**config.mk**
```make
export PLATFORM = sky130hd
export DESIGN_NAME = paddle_tracker
export DESIGN_NICKNAME = d
export VERILOG_FILES = /design/src/rtl/game_pkg.sv /design/src/rtl/bbox_accumulator.sv /design/src/rtl/paddle_tracker.sv
export SDC_FILE = /design/constraint.sdc
export NUM_CORES = 1
export LEC_CHECK = 0
export CAP_MARGIN = 20
export CORE_UTILIZATION = 38
export DETAILED_ROUTE_END_ITERATION = 16
export PLACE_DENSITY = 0.6
export SLEW_MARGIN = 0
export SYNTH_ARGS = -nofsm -noshare
export SYNTH_HDL_FRONTEND = slang
export SYNTH_SLANG_ARGS = --single-unit
```
**constraint.sdc**
```tcl
create_clock -name clk_25MHZ -period 6.31 [get_ports clk_25MHZ]
set_input_delay 0.9465 -clock clk_25MHZ [delete_from_list [all_inputs] [get_ports clk_25MHZ]]
set_output_delay 0.9465 -clock clk_25MHZ [all_outputs]
set_load 0.02 [all_outputs]
```
**src/rtl/game_pkg.sv**
```systemverilog
// Shared game constants, the tracker FSM state type and a small arithmetic helper.
package game_pkg;

    localparam int SCREEN_W      = 640;
    localparam int SCREEN_H      = 480;
    localparam int SCREEN_W_LO   = 320;
    localparam int SCREEN_H_LO   = 240;
    localparam int BALL_SIZE_DEF = 20;

    typedef enum logic [2:0] {
        WAIT_FRAME,
        ACCUM,
        LATCH,
        COMPUTE,
        REPORT
    } tracker_state_t;

    function automatic logic [9:0] absDiff(input logic [9:0] a, input logic [9:0] b);
        return (a >= b) ? (a - b) : (b - a);
    endfunction

endpackage

```
**src/rtl/bbox_accumulator.sv**
```systemverilog
// Running min/max bounding box and saturating hit count for one frame of mask pixels.
module bbox_accumulator (
    input  logic        clk_25MHZ,
    input  logic        reset,
    input  logic        i_clear,
    input  logic        i_hit,
    input  logic [9:0]  i_x,
    input  logic [9:0]  i_y,
    output logic [9:0]  o_xMin,
    output logic [9:0]  o_xMax,
    output logic [9:0]  o_yMin,
    output logic [9:0]  o_yMax,
    output logic [18:0] o_count
);

    // A clear that coincides with a hit seeds the new frame with that pixel.
    always_ff @(posedge clk_25MHZ or posedge reset) begin
        if (reset) begin
            o_xMin  <= 10'h3FF;
            o_xMax  <= 10'd0;
            o_yMin  <= 10'h3FF;
            o_yMax  <= 10'd0;
            o_count <= 19'd0;
        end else if (i_clear) begin
            if (i_hit) begin
                o_xMin  <= i_x;
                o_xMax  <= i_x;
                o_yMin  <= i_y;
                o_yMax  <= i_y;
                o_count <= 19'd1;
            end else begin
                o_xMin  <= 10'h3FF;
                o_xMax  <= 10'd0;
                o_yMin  <= 10'h3FF;
                o_yMax  <= 10'd0;
                o_count <= 19'd0;
            end
        end else if (i_hit) begin
            if (i_x < o_xMin) o_xMin <= i_x;
            if (i_x > o_xMax) o_xMax <= i_x;
            if (i_y < o_yMin) o_yMin <= i_y;
            if (i_y > o_yMax) o_yMax <= i_y;
            if (o_count != 19'h7FFFF) o_count <= o_count + 19'd1;
        end
    end

endmodule

```
**src/rtl/paddle_tracker.sv**
```systemverilog
// Per-frame player-object tracker: bounding box, frame-to-frame centre speed and a
// cooled-down ball overlap pulse for the game controller.
module paddle_tracker
    import game_pkg::*;
#(
    parameter int BALL_SIZE       = BALL_SIZE_DEF,
    parameter int MIN_PIXELS      = 64,
    parameter int COOLDOWN_FRAMES = 4,
    parameter int SPEED_FILTER    = 0
) (
    input  logic       clk_25MHZ,
    input  logic       reset,
    input  logic [9:0] x_pixel,
    input  logic [9:0] y_pixel,
    input  logic       de,
    input  logic       vsync,
    input  logic       mask_hit,
    input  logic       upscale,
    input  logic [9:0] ball_x,
    input  logic [9:0] ball_y,
    output logic       collision_detected,
    output logic [9:0] estimated_speed,
    output logic       obj_valid,
    output logic [9:0] obj_x_min,
    output logic [9:0] obj_x_max,
    output logic [9:0] obj_y_min,
    output logic [9:0] obj_y_max
);

    localparam int CD_W = (COOLDOWN_FRAMES < 1) ? 1 : $clog2(COOLDOWN_FRAMES + 1);

    tracker_state_t  r_state, w_nextState;
    logic            r_vsyncQ, w_frameEnd, r_scaleUp;
    logic            w_accHit, w_accClear;
    logic [9:0]      w_xScaled, w_yScaled;
    logic [9:0]      w_accXMin, w_accXMax, w_accYMin, w_accYMax;
    logic [18:0]     w_accCount;
    logic [9:0]      r_snapXMin, r_snapXMax, r_snapYMin, r_snapYMax;
    logic            r_snapValid;
    logic [9:0]      w_cx, w_cy, r_cx, r_cy, r_prevCx, r_prevCy;
    logic            r_prevValid;
    logic [10:0]     w_rawSum;
    logic [9:0]      w_rawSat, r_rawSpeed, w_newSpeed;
    logic [10:0]     w_ballXEnd, w_ballYEnd;
    logic            w_overlap;
    logic [CD_W-1:0] r_cooldown;

    assign w_frameEnd = vsync & ~r_vsyncQ;
    assign w_xScaled  = r_scaleUp ? x_pixel : {1'b0, x_pixel[9:1]};
    assign w_yScaled  = r_scaleUp ? y_pixel : {1'b0, y_pixel[9:1]};
    // Pixels after LATCH already belong to the next frame; the frame_end pixel is dropped.
    assign w_accHit   = de & mask_hit & (r_state != WAIT_FRAME) &
                        ~((r_state == ACCUM) & w_frameEnd);
    assign w_accClear = (r_state == LATCH);

    bbox_accumulator u_bbox (
        .clk_25MHZ (clk_25MHZ),
        .reset     (reset),
        .i_clear   (w_accClear),
        .i_hit     (w_accHit),
        .i_x       (w_xScaled),
        .i_y       (w_yScaled),
        .o_xMin    (w_accXMin),
        .o_xMax    (w_accXMax),
        .o_yMin    (w_accYMin),
        .o_yMax    (w_accYMax),
        .o_count   (w_accCount)
    );

    assign w_cx       = 10'(({1'b0, r_snapXMin} + {1'b0, r_snapXMax}) >> 1);
    assign w_cy       = 10'(({1'b0, r_snapYMin} + {1'b0, r_snapYMax}) >> 1);
    assign w_rawSum   = {1'b0, absDiff(w_cx, r_prevCx)} + {1'b0, absDiff(w_cy, r_prevCy)};
    assign w_rawSat   = w_rawSum[10] ? 10'h3FF : w_rawSum[9:0];
    assign w_newSpeed = (SPEED_FILTER != 0)
                        ? 10'(({1'b0, estimated_speed} + {1'b0, r_rawSpeed}) >> 1)
                        : r_rawSpeed;

    assign w_ballXEnd = {1'b0, ball_x} + 11'(BALL_SIZE - 1);
    assign w_ballYEnd = {1'b0, ball_y} + 11'(BALL_SIZE - 1);
    assign w_overlap  = ({1'b0, ball_x} <= {1'b0, r_snapXMax}) && (w_ballXEnd >= {1'b0, r_snapXMin}) &&
                        ({1'b0, ball_y} <= {1'b0, r_snapYMax}) && (w_ballYEnd >= {1'b0, r_snapYMin});

    always_ff @(posedge clk_25MHZ or posedge reset) begin
        if (reset) r_state <= WAIT_FRAME;
        else       r_state <= w_nextState;
    end

    // A frame_end outside ACCUM/WAIT_FRAME is simply not acted upon.
    always_comb begin
        w_nextState = r_state;
        case (r_state)
            WAIT_FRAME: if (w_frameEnd) w_nextState = ACCUM;
            ACCUM:      if (w_frameEnd) w_nextState = LATCH;
            LATCH:      w_nextState = COMPUTE;
            COMPUTE:    w_nextState = REPORT;
            REPORT:     w_nextState = ACCUM;
            default:    w_nextState = WAIT_FRAME;
        endcase
    end

    // Scale follows upscale while idle so the first frame after reset uses the live setting.
    always_ff @(posedge clk_25MHZ or posedge reset) begin
        if (reset) begin
            r_vsyncQ    <= 1'b0;
            r_scaleUp   <= 1'b0;
            r_snapXMin  <= 10'd0;
            r_snapXMax  <= 10'd0;
            r_snapYMin  <= 10'd0;
            r_snapYMax  <= 10'd0;
            r_snapValid <= 1'b0;
            r_cx        <= 10'd0;
            r_cy        <= 10'd0;
            r_rawSpeed  <= 10'd0;
        end else begin
            r_vsyncQ <= vsync;
            if (r_state == WAIT_FRAME || r_state == COMPUTE) r_scaleUp <= upscale;
            if (r_state == LATCH) begin
                r_snapXMin  <= w_accXMin;
                r_snapXMax  <= w_accXMax;
                r_snapYMin  <= w_accYMin;
                r_snapYMax  <= w_accYMax;
                r_snapValid <= (w_accCount >= 19'(MIN_PIXELS));
            end
            if (r_state == COMPUTE) begin
                r_cx       <= w_cx;
                r_cy       <= w_cy;
                r_rawSpeed <= (r_snapValid && r_prevValid) ? w_rawSat : 10'd0;
            end
        end
    end

    always_ff @(posedge clk_25MHZ or posedge reset) begin
        if (reset) begin
            collision_detected <= 1'b0;
            estimated_speed    <= 10'd0;
            obj_valid          <= 1'b0;
            obj_x_min          <= 10'd0;
            obj_x_max          <= 10'd0;
            obj_y_min          <= 10'd0;
            obj_y_max          <= 10'd0;
            r_prevCx           <= 10'd0;
            r_prevCy           <= 10'd0;
            r_prevValid        <= 1'b0;
            r_cooldown         <= '0;
        end else begin
            collision_detected <= 1'b0;
            if (r_state == REPORT) begin
                estimated_speed <= w_newSpeed;
                obj_valid       <= r_snapValid;
                if (r_snapValid) begin
                    obj_x_min <= r_snapXMin;
                    obj_x_max <= r_snapXMax;
                    obj_y_min <= r_snapYMin;
                    obj_y_max <= r_snapYMax;
                end
                r_prevCx    <= r_cx;
                r_prevCy    <= r_cy;
                r_prevValid <= r_snapValid;
                if (w_overlap && r_snapValid && r_cooldown == '0) begin
                    collision_detected <= 1'b1;
                    r_cooldown         <= CD_W'(COOLDOWN_FRAMES);
                end else if (r_cooldown != '0) begin
                    r_cooldown <= r_cooldown - CD_W'(1);
                end
            end
        end
    end

endmodule

```
==> summary.txt <==
Logic synthesis
  • Number of synthesized register bits: 210
  • Synth unique cells: 77
  • Post-synthesis sequential area ratio: 39.0%
  • Cell Area, Synth: between 10,000 and 15,000 sq um
  • Cells after synthesis: 1,424
  • Synth Flop Type: dfrtp_1
  • Count leader, synth: dfrtp_1
  • Post-synth EDFFs: 0
  • Asr flop ratio synth: 100%
  • Post-synth top cells: dfrtp_1 (190), inv_1 (163), nand2_1 (160), ha_1 (153), o21ai_0 (112)
  • Ys Warns: 0
  • Synth top area cells: dfrtp_1 (35%), ha_1 (14%), mux2_2 (4.9%)
  • Syn_nets: around 1,600
  • Share of the synthesized area in the top cell type: roughly a third
  • Mean area per synthesized cell: roughly 9.5 sq um
  • Cell taking the most area after synthesis: dfrtp_1

Die
  • Ports: 98
  • Initial Util: 38.9%
  • Die width: 191 um
  • Core area: 34,800 sq um
  • Vert. Die Dim: 191 um
  • Full die area: approximately 36,000 sq um
  • Row count: 68

Global routing
  • GRT Total Usage: 17.8%
  • Largest net degree at the start of global routing: 155
  • First-pass GRT wire length: 52,400 um
  • Remaining Overflow, GRT: 0
  • Number of global-route vias before repair: ~10,000
  • Antenna violations before repair: 0

Route
  • Routed wire length per instance: between 15 and 20 um
  • DRC: 0
  • TritonRoute pass-1 iters: 5
  • Starting DRT DRC Count: 537
  • ANT nets after route: 0
  • Avg Vias per Cell: 5.17
  • Vias: 10,264
  • WL final: 32,000 um

Min path
  • Worst hold endpoint: r_prevCy[9]
  • Hold Path Origin: r_cy[9]
  • Worst Hold Depth: 2
  • Hold WC Path Type: reg2reg

Critical path
  • Max stage delay on crit path: 0.45 ns
  • Crit path kind: reg2reg
  • CP Cell Sequence: and2_1 -> fa_1 -> a21o_1 -> a21oi_1 -> o21bai_1 -> a21oi_1 -> o21bai_1 -> a21oi_1 -> xor2_1 -> inv_1 -> ha_1 -> and4_4 -> a311oi_2 -> and3_4 -> nor4b_2 -> o311ai_1 -> a211o_1 -> xor2_1 -> ha_1 -> a21o_1 -> o211ai_2 -> buf_4 -> o211ai_1 -> a22o_1
  • Worst EP required: roughly 6.7 ns
  • FF-to-FF setup slack: 0.47 ns
  • R2r worst-path depth: 24
  • RR Endpoint: r_rawSpeed[4]
  • CP max FO: 8
  • Worst Path Arrival: 6.25 ns
  • CP Capture Type: flip-flop
  • CP max-delay cell: o311ai_1
  • Worst path top cell family by delay: compound AO/OA/AOI/OAI gates
  • Crit path buf inv count: 2
  • CP dominant cell by count: a21oi_1
  • CP startpoint kind: flip-flop
  • R2r startpoint: r_snapYMin[0]

Timing
  • Final hold vios: 0
  • Tmin final: just under 6 ns
  • Slew at the pin closest to its max-slew limit: 0.981 ns
  • RSZ-0062 raised after global routing: no
  • # setup viols final: 0
  • Slew Viols, Final: 0
  • Max-Slew Margin vs Limit: 34.6%
  • Fmax: 0.171 GHz
  • Clock Skew: 0.0335 ns
  • Setup TNS: 0 ns
  • Final period util: 92.5%

Placement
  • Final HPWL DP: 24,100 um
  • I/O Buffers: 97
  • Gpl congestion: 0.881

Finish
  • Diode count: 0
  • Largest register by flop count: u_bbox.o_count
  • Fillers: approximately 3,300
  • Register area: between 5000 and 6000 sq um
  • Area growth syn-to-layout: 17.2%
  • Fraction of layout cells with a size suffix above 1: between 10% and 20%
  • Final #Nets: 1,719
  • Multi-input gate area: 7480 sq um
  • Max reg flops: 19

Clock tree
  • Hold_buf cts: 0
  • Clock latency on the worst-skew pair: around 0.56 ns
  • TritonCTS Buffers: 26
  • Worst-path clk slew: about 0.06 ns
  • Root Buffer: clkbuf_16
  • CTS Sinks: 210
  • H-tree Lvls: 1
  • Clock Tree Buf Depth: 3
  • CTS tree: yes

Run
  • Max Cap Viol: 0

Status
  • Outcome: completed
-- placed cells by master, fill, tap and decap left out, types with 14 or more instances in the layout --
master / count
a21o_1: 26
a21oi_1: 54
a31oi_1: 14
clkbuf_16: 26
clkdlybuf4s50_1: 97
dfrtp_1: 190
dfstp_2: 20
ha_1: 153
inv_1: 162
mux2_2: 59
nand2_1: 160
nand3_1: 36
nor2_1: 44
nor2b_1: 20
nor3_1: 19
o21a_1: 24
o21ai_0: 112
o22a_1: 18
o32ai_1: 20
xnor2_1: 36
xor2_1: 28
-- worst register-to-register path, cell delays in order (launching register included) --
cell and delay, ns:
dfrtp_1 0.41, and2_1 0.21, fa_1 0.42, a21o_1 0.20, a21oi_1 0.21, o21bai_1 0.09, a21oi_1 0.22, o21bai_1 0.09
a21oi_1 0.22, xor2_1 0.24, inv_1 0.07, ha_1 0.40, and4_4 0.20, a311oi_2 0.31, and3_4 0.27, nor4b_2 0.06
o311ai_1 0.45, a211o_1 0.23, xor2_1 0.20, ha_1 0.31, a21o_1 0.25, o211ai_2 0.20, buf_4 0.18, o211ai_1 0.08
a22o_1 0.20
-- layout make-up --
class	count	area share, %
multi-input cells	1004	47.1
flip-flops and latches	210	33.2
repair buffers	108	6.70
clock buffers	38	4.76
inverters	163	3.88
well taps	455	3.58
clock inverters	8	0.764
-- layer usage --
| layer | vias up | global-route usage (%) | wire length, um |
|---|---|---|---|
| li1 | 5141 | - | - |
| met1 | 4937 | 25.0 | 15500 |
| met2 | 145 | 28.9 | 14900 |
| met3 | 41 | 2.25 | 965 |
| met4 | 0 | 4.43 | 729 |
| met5 | - | 0 | 0 |
-- metrics by stage --
step	hold WS, ns	area (sq um)	setup WS, ns	util (%)	instances
global placement	0.450	15000	0.391	43.0	1937
CTS	0.453	15900	0.224	45.6	1983
finish	0.448	15900	0.471	45.6	1986
global route	0.489	15900	0.0448	45.6	1986
floorplan	0.439	13600	0.924	-	1424
detailed placement	0.462	15000	0.275	43.0	1937
-- worst max path at each step --
stage,depth (start not counted),from,endpoint
after floorplan,26,r_snapYMin[0],r_rawSpeed[4]
after global placement,26,r_snapYMin[0],r_rawSpeed[8]
after detailed placement,26,r_snapYMin[0],r_rawSpeed[8]
after CTS,26,r_snapYMin[0],r_rawSpeed[4]
after global routing,27,r_snapYMin[0],r_rawSpeed[4]
final,24,r_snapYMin[0],r_rawSpeed[4]
-- cells by family after synthesis --
kind of cell	count (synthesis)	synth area share, %
buffers and inverters	210	5.95
adders and majority gates	160	15.2
muxes	72	5.87
DFF	210	39.0
xor gates and xnor gates	64	4.14
AOI/OAI and AO/OA	348	17.0
and+or+nand+nor	360	12.9
-- repair_timing --
action / in CTS / in global routing
buffers inserted: 0 / 2
endpoints found under the setup margin: 0 / 10
resized for setup: 0 / 2
Power is left out: the tool's default activity adds up to more than one toggle a clock period on the data nets, which glitch-free logic cannot reach.
